File: src/rtl/md5_pkg.sv
// Shared MD5 constants, FSM state type and block word/byte addressing helpers.
package md5_pkg;

    localparam int unsigned MD5_BLOCK_W = 512;
    localparam int unsigned MD5_WORD_W  = 32;

    localparam logic [31:0] MD5_A = 32'h67452301;
    localparam logic [31:0] MD5_B = 32'hefcdab89;
    localparam logic [31:0] MD5_C = 32'h98badcfe;
    localparam logic [31:0] MD5_D = 32'h10325476;

    typedef enum logic [1:0] {
        ST_IDLE = 2'd0,
        ST_RUN  = 2'd1,
        ST_DONE = 2'd2
    } state_t;

    // Word w of a block lives at the top end: word 0 is bits [511:480].
    function automatic logic [31:0] md5_word(input logic [511:0] blk, input int unsigned w);
        return blk[511 - 32*w -: 32];
    endfunction

    // Little-endian byte j inside its word, expressed as a block bit offset.
    function automatic int unsigned md5_byte_lsb(input int unsigned j);
        return MD5_BLOCK_W - MD5_WORD_W - MD5_WORD_W*(j/4) + 8*(j%4);
    endfunction

endpackage

File: src/rtl/md5_pad.sv
// Builds the single padded MD5 block for a short key from its digit vector.
module md5_pad
    import md5_pkg::*;
#(
    parameter int unsigned KEY_LEN   = 4,
    parameter logic [7:0]  CHAR_BASE = 8'h61,
    parameter int unsigned DIGIT_W   = 5
) (
    input  logic [KEY_LEN*DIGIT_W-1:0] digits,
    output logic [MD5_BLOCK_W-1:0]     block
);

    always_comb begin
        block = '0;
        for (int unsigned j = 0; j < KEY_LEN; j++) begin
            block[md5_byte_lsb(j) +: 8] = CHAR_BASE + 8'(digits[j*DIGIT_W +: DIGIT_W]);
        end
        block[md5_byte_lsb(KEY_LEN) +: 8] = 8'h80;
        // Word 14 carries the message length in bits.
        block[md5_byte_lsb(56) +: 32] = 32'(KEY_LEN*8);
    end

endmodule

File: src/rtl/md5_msg_gen.sv
// Enumerates every KEY_LEN-character candidate key and presents each one as
// a padded MD5 block with initial chaining values to a downstream round pipeline.
module md5_msg_gen
    import md5_pkg::*;
#(
    parameter int unsigned KEY_LEN   = 4,
    parameter logic [7:0]  CHAR_BASE = 8'h61,
    parameter int unsigned RADIX     = 26
) (
    input  logic         clk,
    input  logic         rst_n,
    input  logic         start,
    input  logic         stop,
    input  logic         ready,
    output logic         valid,
    output logic [31:0]  a_out,
    output logic [31:0]  b_out,
    output logic [31:0]  c_out,
    output logic [31:0]  d_out,
    output logic [511:0] m_out,
    output logic [39:0]  idx_out,
    output logic         busy,
    output logic         done
);

    localparam int unsigned DIGIT_W = (RADIX > 1) ? $clog2(RADIX) : 1;
    localparam int unsigned IDX_W   = 40;
    localparam int unsigned DIGS_W  = KEY_LEN * DIGIT_W;
    localparam logic [DIGIT_W-1:0] DIGIT_MAX = DIGIT_W'(RADIX - 1);

    state_t                   state_q, state_d;
    logic [DIGS_W-1:0]        digits_q, digits_d, digits_inc;
    logic [IDX_W-1:0]         idx_q, idx_d;
    logic [MD5_BLOCK_W-1:0]   m_q, m_d, pad_block;
    logic                     valid_q, valid_d;
    logic                     busy_q, busy_d;
    logic                     done_q, done_d;
    logic                     xfer;
    logic                     last;
    logic                     carry;
    logic                     clear;

    assign xfer = valid_q & ready;

    // Ripple increment of the digit vector; last flags the all-max candidate.
    always_comb begin
        digits_inc = digits_q;
        carry      = 1'b1;
        last       = 1'b1;
        for (int unsigned i = 0; i < KEY_LEN; i++) begin
            if (digits_q[i*DIGIT_W +: DIGIT_W] != DIGIT_MAX) begin
                last = 1'b0;
            end
            if (carry) begin
                if (digits_q[i*DIGIT_W +: DIGIT_W] == DIGIT_MAX) begin
                    digits_inc[i*DIGIT_W +: DIGIT_W] = '0;
                end else begin
                    digits_inc[i*DIGIT_W +: DIGIT_W] = digits_q[i*DIGIT_W +: DIGIT_W] + DIGIT_W'(1);
                    carry = 1'b0;
                end
            end
        end
    end

    always_ff @(posedge clk or negedge rst_n) begin
        if (!rst_n) begin
            state_q <= ST_IDLE;
        end else begin
            state_q <= state_d;
        end
    end

    // Stop has priority over start and over reaching the last candidate.
    always_comb begin
        state_d = state_q;
        case (state_q)
            ST_IDLE: if (start && !stop) state_d = ST_RUN;
            ST_RUN: begin
                if (stop) begin
                    state_d = ST_IDLE;
                end else if (xfer && last) begin
                    state_d = ST_DONE;
                end
            end
            ST_DONE: begin
                if (stop) begin
                    state_d = ST_IDLE;
                end else if (start) begin
                    state_d = ST_RUN;
                end
            end
            default: state_d = ST_IDLE;
        endcase
    end

    assign clear = (state_q != ST_RUN) && (state_d == ST_RUN);

    always_comb begin
        valid_d  = (state_d == ST_RUN);
        busy_d   = (state_d == ST_RUN);
        done_d   = (state_d == ST_DONE);
        digits_d = digits_q;
        idx_d    = idx_q;
        if (clear) begin
            digits_d = '0;
            idx_d    = '0;
        end else if (xfer) begin
            digits_d = digits_inc;
            idx_d    = idx_q + IDX_W'(1);
        end
    end

    md5_pad #(
        .KEY_LEN   (KEY_LEN),
        .CHAR_BASE (CHAR_BASE),
        .DIGIT_W   (DIGIT_W)
    ) u_pad (
        .digits (digits_d),
        .block  (pad_block)
    );

    // The block is re-registered only when the candidate changes, so it holds under backpressure.
    assign m_d = (clear || xfer) ? pad_block : m_q;

    always_ff @(posedge clk or negedge rst_n) begin
        if (!rst_n) begin
            valid_q  <= 1'b0;
            busy_q   <= 1'b0;
            done_q   <= 1'b0;
            digits_q <= '0;
            idx_q    <= '0;
            m_q      <= '0;
        end else begin
            valid_q  <= valid_d;
            busy_q   <= busy_d;
            done_q   <= done_d;
            digits_q <= digits_d;
            idx_q    <= idx_d;
            m_q      <= m_d;
        end
    end

    assign valid   = valid_q;
    assign busy    = busy_q;
    assign done    = done_q;
    assign idx_out = idx_q;
    assign m_out   = m_q;
    assign a_out   = MD5_A;
    assign b_out   = MD5_B;
    assign c_out   = MD5_C;
    assign d_out   = MD5_D;

endmodule

File: config.mk
export PLATFORM = sky130hd
export DESIGN_NAME = md5_msg_gen
export DESIGN_NICKNAME = d
export VERILOG_FILES = /design/src/rtl/md5_pkg.sv /design/src/rtl/md5_pad.sv /design/src/rtl/md5_msg_gen.sv
export SDC_FILE = /design/constraint.sdc
export NUM_CORES = 1
export LEC_CHECK = 0
export BUFFER_PORTS_ARGS = -buffer_cell sky130_fd_sc_hd__buf_2
export CORE_AREA = 2 2 267 269
export DETAILED_ROUTE_END_ITERATION = 8
export DIE_AREA = 0 0 269 271
export SLEW_MARGIN = 20
export SYNTH_ARGS = -nofsm -noshare
export SYNTH_HDL_FRONTEND = slang
export SYNTH_SLANG_ARGS = --single-unit
File: constraint.sdc
create_clock -name clk -period 3 [get_ports clk]
set_input_delay 0.3 -clock clk [delete_from_list [all_inputs] [get_ports clk]]
set_output_delay 0.3 -clock clk [all_outputs]
set_load 0.02 [all_outputs]
# Word level (Yosys, flattened, before mapping)
# Cells that the tools add are included.
[totals]
register_bits = 98
input_bits = 5
output_inout_bits = 683
word_cells = 62
[op_classes]
addsub = 9
eq_ne = 13
n_mux = 26
n_bitwise = 1
reduce_logical = 7
[ops]
columns = ["operator", "count"]
rows = [
  ["2-to-1 mux 40 bit", 2],
  ["adder 40 x 1 -> 40 bit (second input constant)", 1],
  ["2-to-1 mux 20 bit", 2],
  ["2-to-1 mux 5 bit", 7],
  ["adder 7 x 5 -> 8 bit (first input constant)", 4],
  ["adder 5 x 1 -> 5 bit (second input constant)", 4],
  ["equality test 5 bit (second input constant)", 4],
  ["!= test 5 bit (second input constant)", 4],
  ["2-to-1 mux 2 bit", 5],
  ["2-to-1 mux 1 bit", 9],
  ["case mux 2 bit (3 select lines)", 1],
  ["equality test 2 x 1 -> 1 bit (second input constant)", 2],
  ["equality test 2 bit (second input constant)", 2],
  ["logical AND 1 bit", 3],
  ["logical NOT 2 bit", 1],
  ["!= test 2 x 1 -> 1 bit (second input constant)", 1],
  ["nonzero test 2 bit", 1],
  ["AND 1 bit", 1],
  ["logical NOT 1 bit", 1],
  ["logical OR 1 bit", 1],
]

# Logic depth before layout (Yosys ltp)
[depth]
ltp_word = 13
ltp_mapped = 13
mapped_depth_nobuf = 12

# By module
# Synthesis repeated with hierarchy kept, for this count alone.
[unflattened]
hier_cells = 2119
area_unflattened_um2 = 27264.9
[modules_own_cells]
columns = ["mod", "instances", "cells_per_inst", "area_each_um2"]
rows = [
  ["md5_msg_gen", 1, 1595, 23357.4],
  ["md5_pad", 1, 524, 3907.5],
]

# Worst setup path before layout
# No wires, ideal clock.
[synth_path]
kind = "register -> register"
from = "reg state_q[0]"
to = "reg m_q[484] (netlist: m_out[484])"
arrival_time_ps = 2347
setup_slack_ps = 517
path_stages_with_launch = 10
path_cell_list = "dfrtp_1 nor3b_1 clkbuf_1 clkbuf_1 clkbuf_1 nor2_1 ha_1 nand3_1 mux2i_1 o21ai_0"
[synth_via]
elab_chain_cells = 7
elab_cells_between_ends = 15
classes_between = "add/sub: 1; eq/ne: 4; mux: 7; reduce/logical: 3"
[synth_lines]
columns = ["element", "line_no", "text"]
rows = [
  ["start: declaration", "md5_msg_gen.sv:31", "state_t state_q, state_d;"],
  ["start signal: assignment", "md5_msg_gen.sv:69", "state_q <= state_d;"],
  ["2-to-1 mux 2 bit, on equally long branches", "md5_msg_gen.sv:88, md5_msg_gen.sv:81", ""],
  ["2-to-1 mux 2 bit, on equally long branches", "md5_msg_gen.sv:86, md5_msg_gen.sv:79", ""],
  ["case mux 2 bit (3 select lines)", "md5_msg_gen.sv:76", "case (state_q)"],
  ["equality test 2 x 1 -> 1 bit", "md5_msg_gen.sv:96", "assign clear = (state_q != ST_RUN) && (state_d == ST_RUN);"],
  ["logical AND 1 bit *", "md5_msg_gen.sv:96", ""],
  ["2-to-1 mux 20 bit *", "md5_msg_gen.sv:104", "if (clear) begin"],
  ["named net digits_d[0]", "md5_msg_gen.sv:32", "logic [DIGS_W-1:0] digits_q, digits_d, digits_inc;"],
  ["adder 7 x 5 -> 8 bit *", "md5_pad.sv:16", "block[md5_byte_lsb(j) +: 8] = CHAR_BASE + 8'(digits[j*DIGIT_W +: DIGIT_W]);"],
  ["end signal: assignment", "md5_msg_gen.sv:139", "m_q <= m_d;"],
  ["end: declaration", "md5_msg_gen.sv:34", "logic [MD5_BLOCK_W-1:0] m_q, m_d, pad_block;"],
]
# Mark *: on every way through the listed nets, which the timed path passes. The rest lies on a longest branch.
# A chain may end at the register's enable or synchronous reset.

# Worst setup path after layout
[layout_path]
from = "reg digits_q[1]"
to = "reg m_q[493] (netlist: m_out[493])"
[layout_via]
elab_chain_cells = 13
elab_cells_between_ends = 18
classes_between = "add/sub: 1; eq/ne: 3; mux: 11; reduce/logical: 3"
[layout_lines]
columns = ["element", "line_no", "text"]
rows = [
  ["start: declaration", "md5_msg_gen.sv:32", ""],
  ["start signal: assignment", "md5_msg_gen.sv:137", "digits_q <= digits_d;"],
  ["!= test 5 bit", "md5_msg_gen.sv:51", "if (digits_q[i*DIGIT_W +: DIGIT_W] != DIGIT_MAX) begin"],
  ["2-to-1 mux 1 bit (4 in a row)", "md5_msg_gen.sv:51", ""],
  ["logical AND 1 bit", "md5_msg_gen.sv:81", "end else if (xfer && last) begin"],
  ["2-to-1 mux 2 bit", "md5_msg_gen.sv:81", ""],
  ["2-to-1 mux 2 bit", "md5_msg_gen.sv:79", "if (stop) begin"],
  ["case mux 2 bit (3 select lines)", "md5_msg_gen.sv:76", ""],
  ["equality test 2 x 1 -> 1 bit", "md5_msg_gen.sv:96", ""],
  ["logical AND 1 bit", "md5_msg_gen.sv:96", ""],
  ["2-to-1 mux 20 bit", "md5_msg_gen.sv:104", ""],
  ["adder 7 x 5 -> 8 bit", "md5_pad.sv:16", ""],
]
# Parallel ways exist; a longest one is shown, timed or not.

==> reports/summary.log <==
qor: global_route.met1_use_gr 0.0671
qor: logic_synthesis.yosys_register_bits 97
qor: timing.final.period_utilization 0.846
qor: global_route.top_usage_layer met2
qor: critical_path.endpoint_kind register
qor: global_route.initial_antenna_violation_count 1
qor: logic_synthesis.yosys.area_share.adder 0.0159
qor: routing.antenna_violating_nets_post_route 0
qor: timing.final_max_slew_viol_count 0
qor: cts.htreeDepth 3
qor: finish.fill_cells 8,032
qor: cts.cts_tree built
qor: cts.clockRootBuffer clkbuf_16
qor: timing.hold_ws 151 ps
qor: placed_design.dp_hpwl 17,400 um
qor: finish.design.final.nets 1,228
qor: timing.timing.final.hold_violations 0
qor: finish.drive_gt1_frac 0.104
qor: timing.period_needed 2540 ps
qor: hold_path.min_path_type in -> reg
qor: routing.dr.pass1.iters 4
qor: power_and_ir_drop.worst_ir_drop_vdd 0.228 mV
qor: floorplanning.chipWidth 269 um
qor: placed_design.place.detailed.instances 2,139
qor: global_route.grtUsageMet3 0.0268
qor: routing.post-route-drc-count 0
qor: timing.max_slew.worst_pin.slew 622 ps
qor: placed_design.routabilityCongestion 0.756
qor: placed_design.i_o_buffers 81
qor: floorplanning.floorplan.initialDensity 0.135
qor: global_route.grt_util_met2 0.0817
qor: logic_synthesis.ys_async_sr_fraction 1.00
qor: timing.grt_setup_unrepaired no
qor: cts.clk_latency 380 ps
qor: logic_synthesis.synth_edf_count 0
qor: cts.cts-buffers-inserted 9
qor: cts.cts.reportedPaths.clkPinSlew 90 ps
qor: routing.wl 21,300 um
qor: global_route.grt.total_usage 0.0539
qor: cts.cts.repair_timing.setup_buffer_count 0
qor: cts.cts.hold.buffers_added 1
qor: floorplanning.rows 97
qor: timing.fin_tns_setup 0 ps
qor: timing.timing.slew.headroom 0.583
qor: floorplanning.floorplan.die.height 271 um
qor: logic_synthesis.post_synth_xor_area_fraction 0.0371
qor: timing.layout_skew 15.0 ps
qor: power_and_ir_drop.total_leakage_power 4.72 nW
qor: floorplanning.fp.coreArea 69,800 um^2
qor: routing.post_drt_wl_per_cell 9.85 um
qor: outcome.run_status finished, final reports clean
qor: routing.detailedRoute.firstIterationViolations 288
qor: cts.clkSinkCount 97
qor: timing.fmax 0.394 GHz
qor: global_route.grt_overflow 0
qor: cts.ctsResizeCount 0
qor: routing.route.vias.total 5,578
qor: logic_synthesis.netlist_area 9450 um^2
qor: job.maxCapViolCount 0
qor: placed_design.dpl_cell_area 8800 um^2
qor: critical_path.worstSetupPathType reg -> reg
qor: timing.final-setup-viol-count 0
qor: critical_path.worst_ep_arrival_time 2810 ps
qor: critical_path.cp-start-kind register
qor: logic_synthesis.synth_cell_types 56
qor: logic_synthesis.post_synth_mux_area_share 0.00636
qor: logic_synthesis.postSynth.topFlopCell dfrtp_1
qor: global_route.first_pass_grt_wire_length 28,900 um
qor: logic_synthesis.syn_avg_cell_area 8.41 um^2
qor: routing.vias_cell 2.59
qor: power_and_ir_drop.power_density 389 nW/um^2
qor: floorplanning.die_area 72,900 um^2
qor: logic_synthesis.synth_compound_gate_area_share 0.0483
qor: logic_synthesis.yosys_warnings 0
qor: critical_path.worst-path-max-fanout 8
qor: logic_synthesis.synth_top_family_by_area buffers and inverters
qor: global_route.maximum_number_of_pins_on_one_net_before_global_route_repair 39
qor: logic_synthesis.mapped_cells 1,124
qor: finish.final-instance-count-excl-fill 2,157
qor: logic_synthesis.synth_simple_gate_area_share 0.139
qor: floorplanning.pin_count 688
qor: critical_path.critical_path_required 3270 ps
qor: finish.area_growth_syn_to_layout -3.56%
qor: finish.final_cell_area 9110 um^2
qor: global_route.via_count_of_the_first_global_routing_pass 4,203
qor: logic_synthesis.seq_area_frac_synth 0.257
qor: cts.max-clock-path-buffers 2
-- kinds of logic (layout without fill, tap and decap cells) --
group / Yosys count / after routing
flip-flops: 97 / 97
adder cells (fa/ha/maj): 12 / 12
buffers and inverters: 639 / 127
multiplexers: 6 / 6
AND/OR/NAND/NOR: 256 / 256
other: 2 / 607
XOR/XNOR: 40 / 40
AO/OA/AOI/OAI: 72 / 72
-- placed cells by master, fill, tap and decap left out, types with 3 or more instances in the layout --
cell type and count:
conb_1 606, and3_1 4, nor2b_1 3, clkbuf_16 9, nor2_1 73, nand2_1 61, buf_2 80, nand3_1 27
a41oi_1 3, nor4_1 4, or3_1 7, and4_1 3, and4b_1 3, xnor2_1 22, ha_1 12, inv_1 11
buf_4 19, inv_8 3, dfrtp_1 97, o21a_1 6, nand4b_1 5, nor3_1 25, mux2i_1 6, a21oi_1 21
nand4_1 15, xor2_1 18, or4_1 5, and2_1 4, o211ai_1 4, o21ai_0 21
-- per-layer routing --
metal	part of all wire	vias to the layer above
met5	0	-
met4	0.011	0
met3	0.13	14
met2	0.46	349
met1	0.40	2598
li1	-	2617
-- through the flow --
stage | utilization | total power [mW] | setup slack, ps
after CTS | 0.131 | 3.60 | 453
after detailed placement | 0.126 | 2.34 | 483
after global placement | 0.126 | 2.34 | 522
after global routing | 0.131 | 3.75 | 243
after floorplan | - | 2.80 | 517
final | 0.131 | 3.55 | 461
-- power by group --
group	leakage [nW]	switching (mW)	internal, mW
clock	0.149	0.624	0.596
sequential	1.29	0.0366	1.34
combinational	3.29	0.875	0.0744
-- flip-flops by register name, indices dropped and copies added, names as in the netlist --
| signal | cells |
|---|---|
| idx_out | 40 |
| m_out | 33 |
| digits_q | 20 |
| state_q | 2 |
| busy | 1 |
| done | 1 |
-- worst max-delay path: stages (launching register included) --
cell,delay (ps)
dfrtp_1,420
inv_1,90
ha_1,210
and4b_1,430
nand2_1,200
or4_1,510
a21boi_1,250
nand4_1,190
o21a_1,140
-- worst paths after layout --
path	from	to	slack, ps	cells past startpoint
max	digits_q[1]$_DFF_PN0_	m_out[493]$_DFFE_PN0P_	460	8
min	stop	state_q[1]$_DFF_PN0_	150	2
max reg2reg	digits_q[1]$_DFF_PN0_	m_out[493]$_DFFE_PN0P_	460	8
min reg2reg	m_out[503]$_DFFE_PN0P_	m_out[503]$_DFFE_PN0P_	470	2
max in group asynchronous	rst_n	idx_out[0]$_DFFE_PN0P_	1780	3
min in group asynchronous	rst_n	digits_q[10]$_DFF_PN0_	480	2
-- Yosys cell counts (5+ instances only) --
cell	instances	area share
nand3_1	27	0.014
nand2_1	61	0.024
nor3_1	25	0.013
nor2_1	74	0.029
a21oi_1	21	0.011
o21ai_0	21	0.011
o21a_1	6	0.0048
or4_1	5	0.0040
buf_4	608	0.48
xor2_1	18	0.017
nand4b_1	5	0.0046
dfrtp_1	97	0.26
or3_1	7	0.0046
inv_1	11	0.0044
xnor2_1	22	0.020
clkbuf_1	14	0.0056
ha_1	12	0.016
nand4_1	15	0.0099
mux2i_1	6	0.0064
-- cell type report --
type	count	area, um^2	area share
clock buffers	9	225	0.0247
clock inverters	7	76.3	0.00838
diodes	1	2.50	0.000275
flip-flops and latches	97	2430	0.266
repair buffers	100	553	0.0607
inverters	11	41.3	0.00453
multi-input cells	992	4610	0.506
well taps	940	1180	0.129
Power figures use the tool's default switching activity.
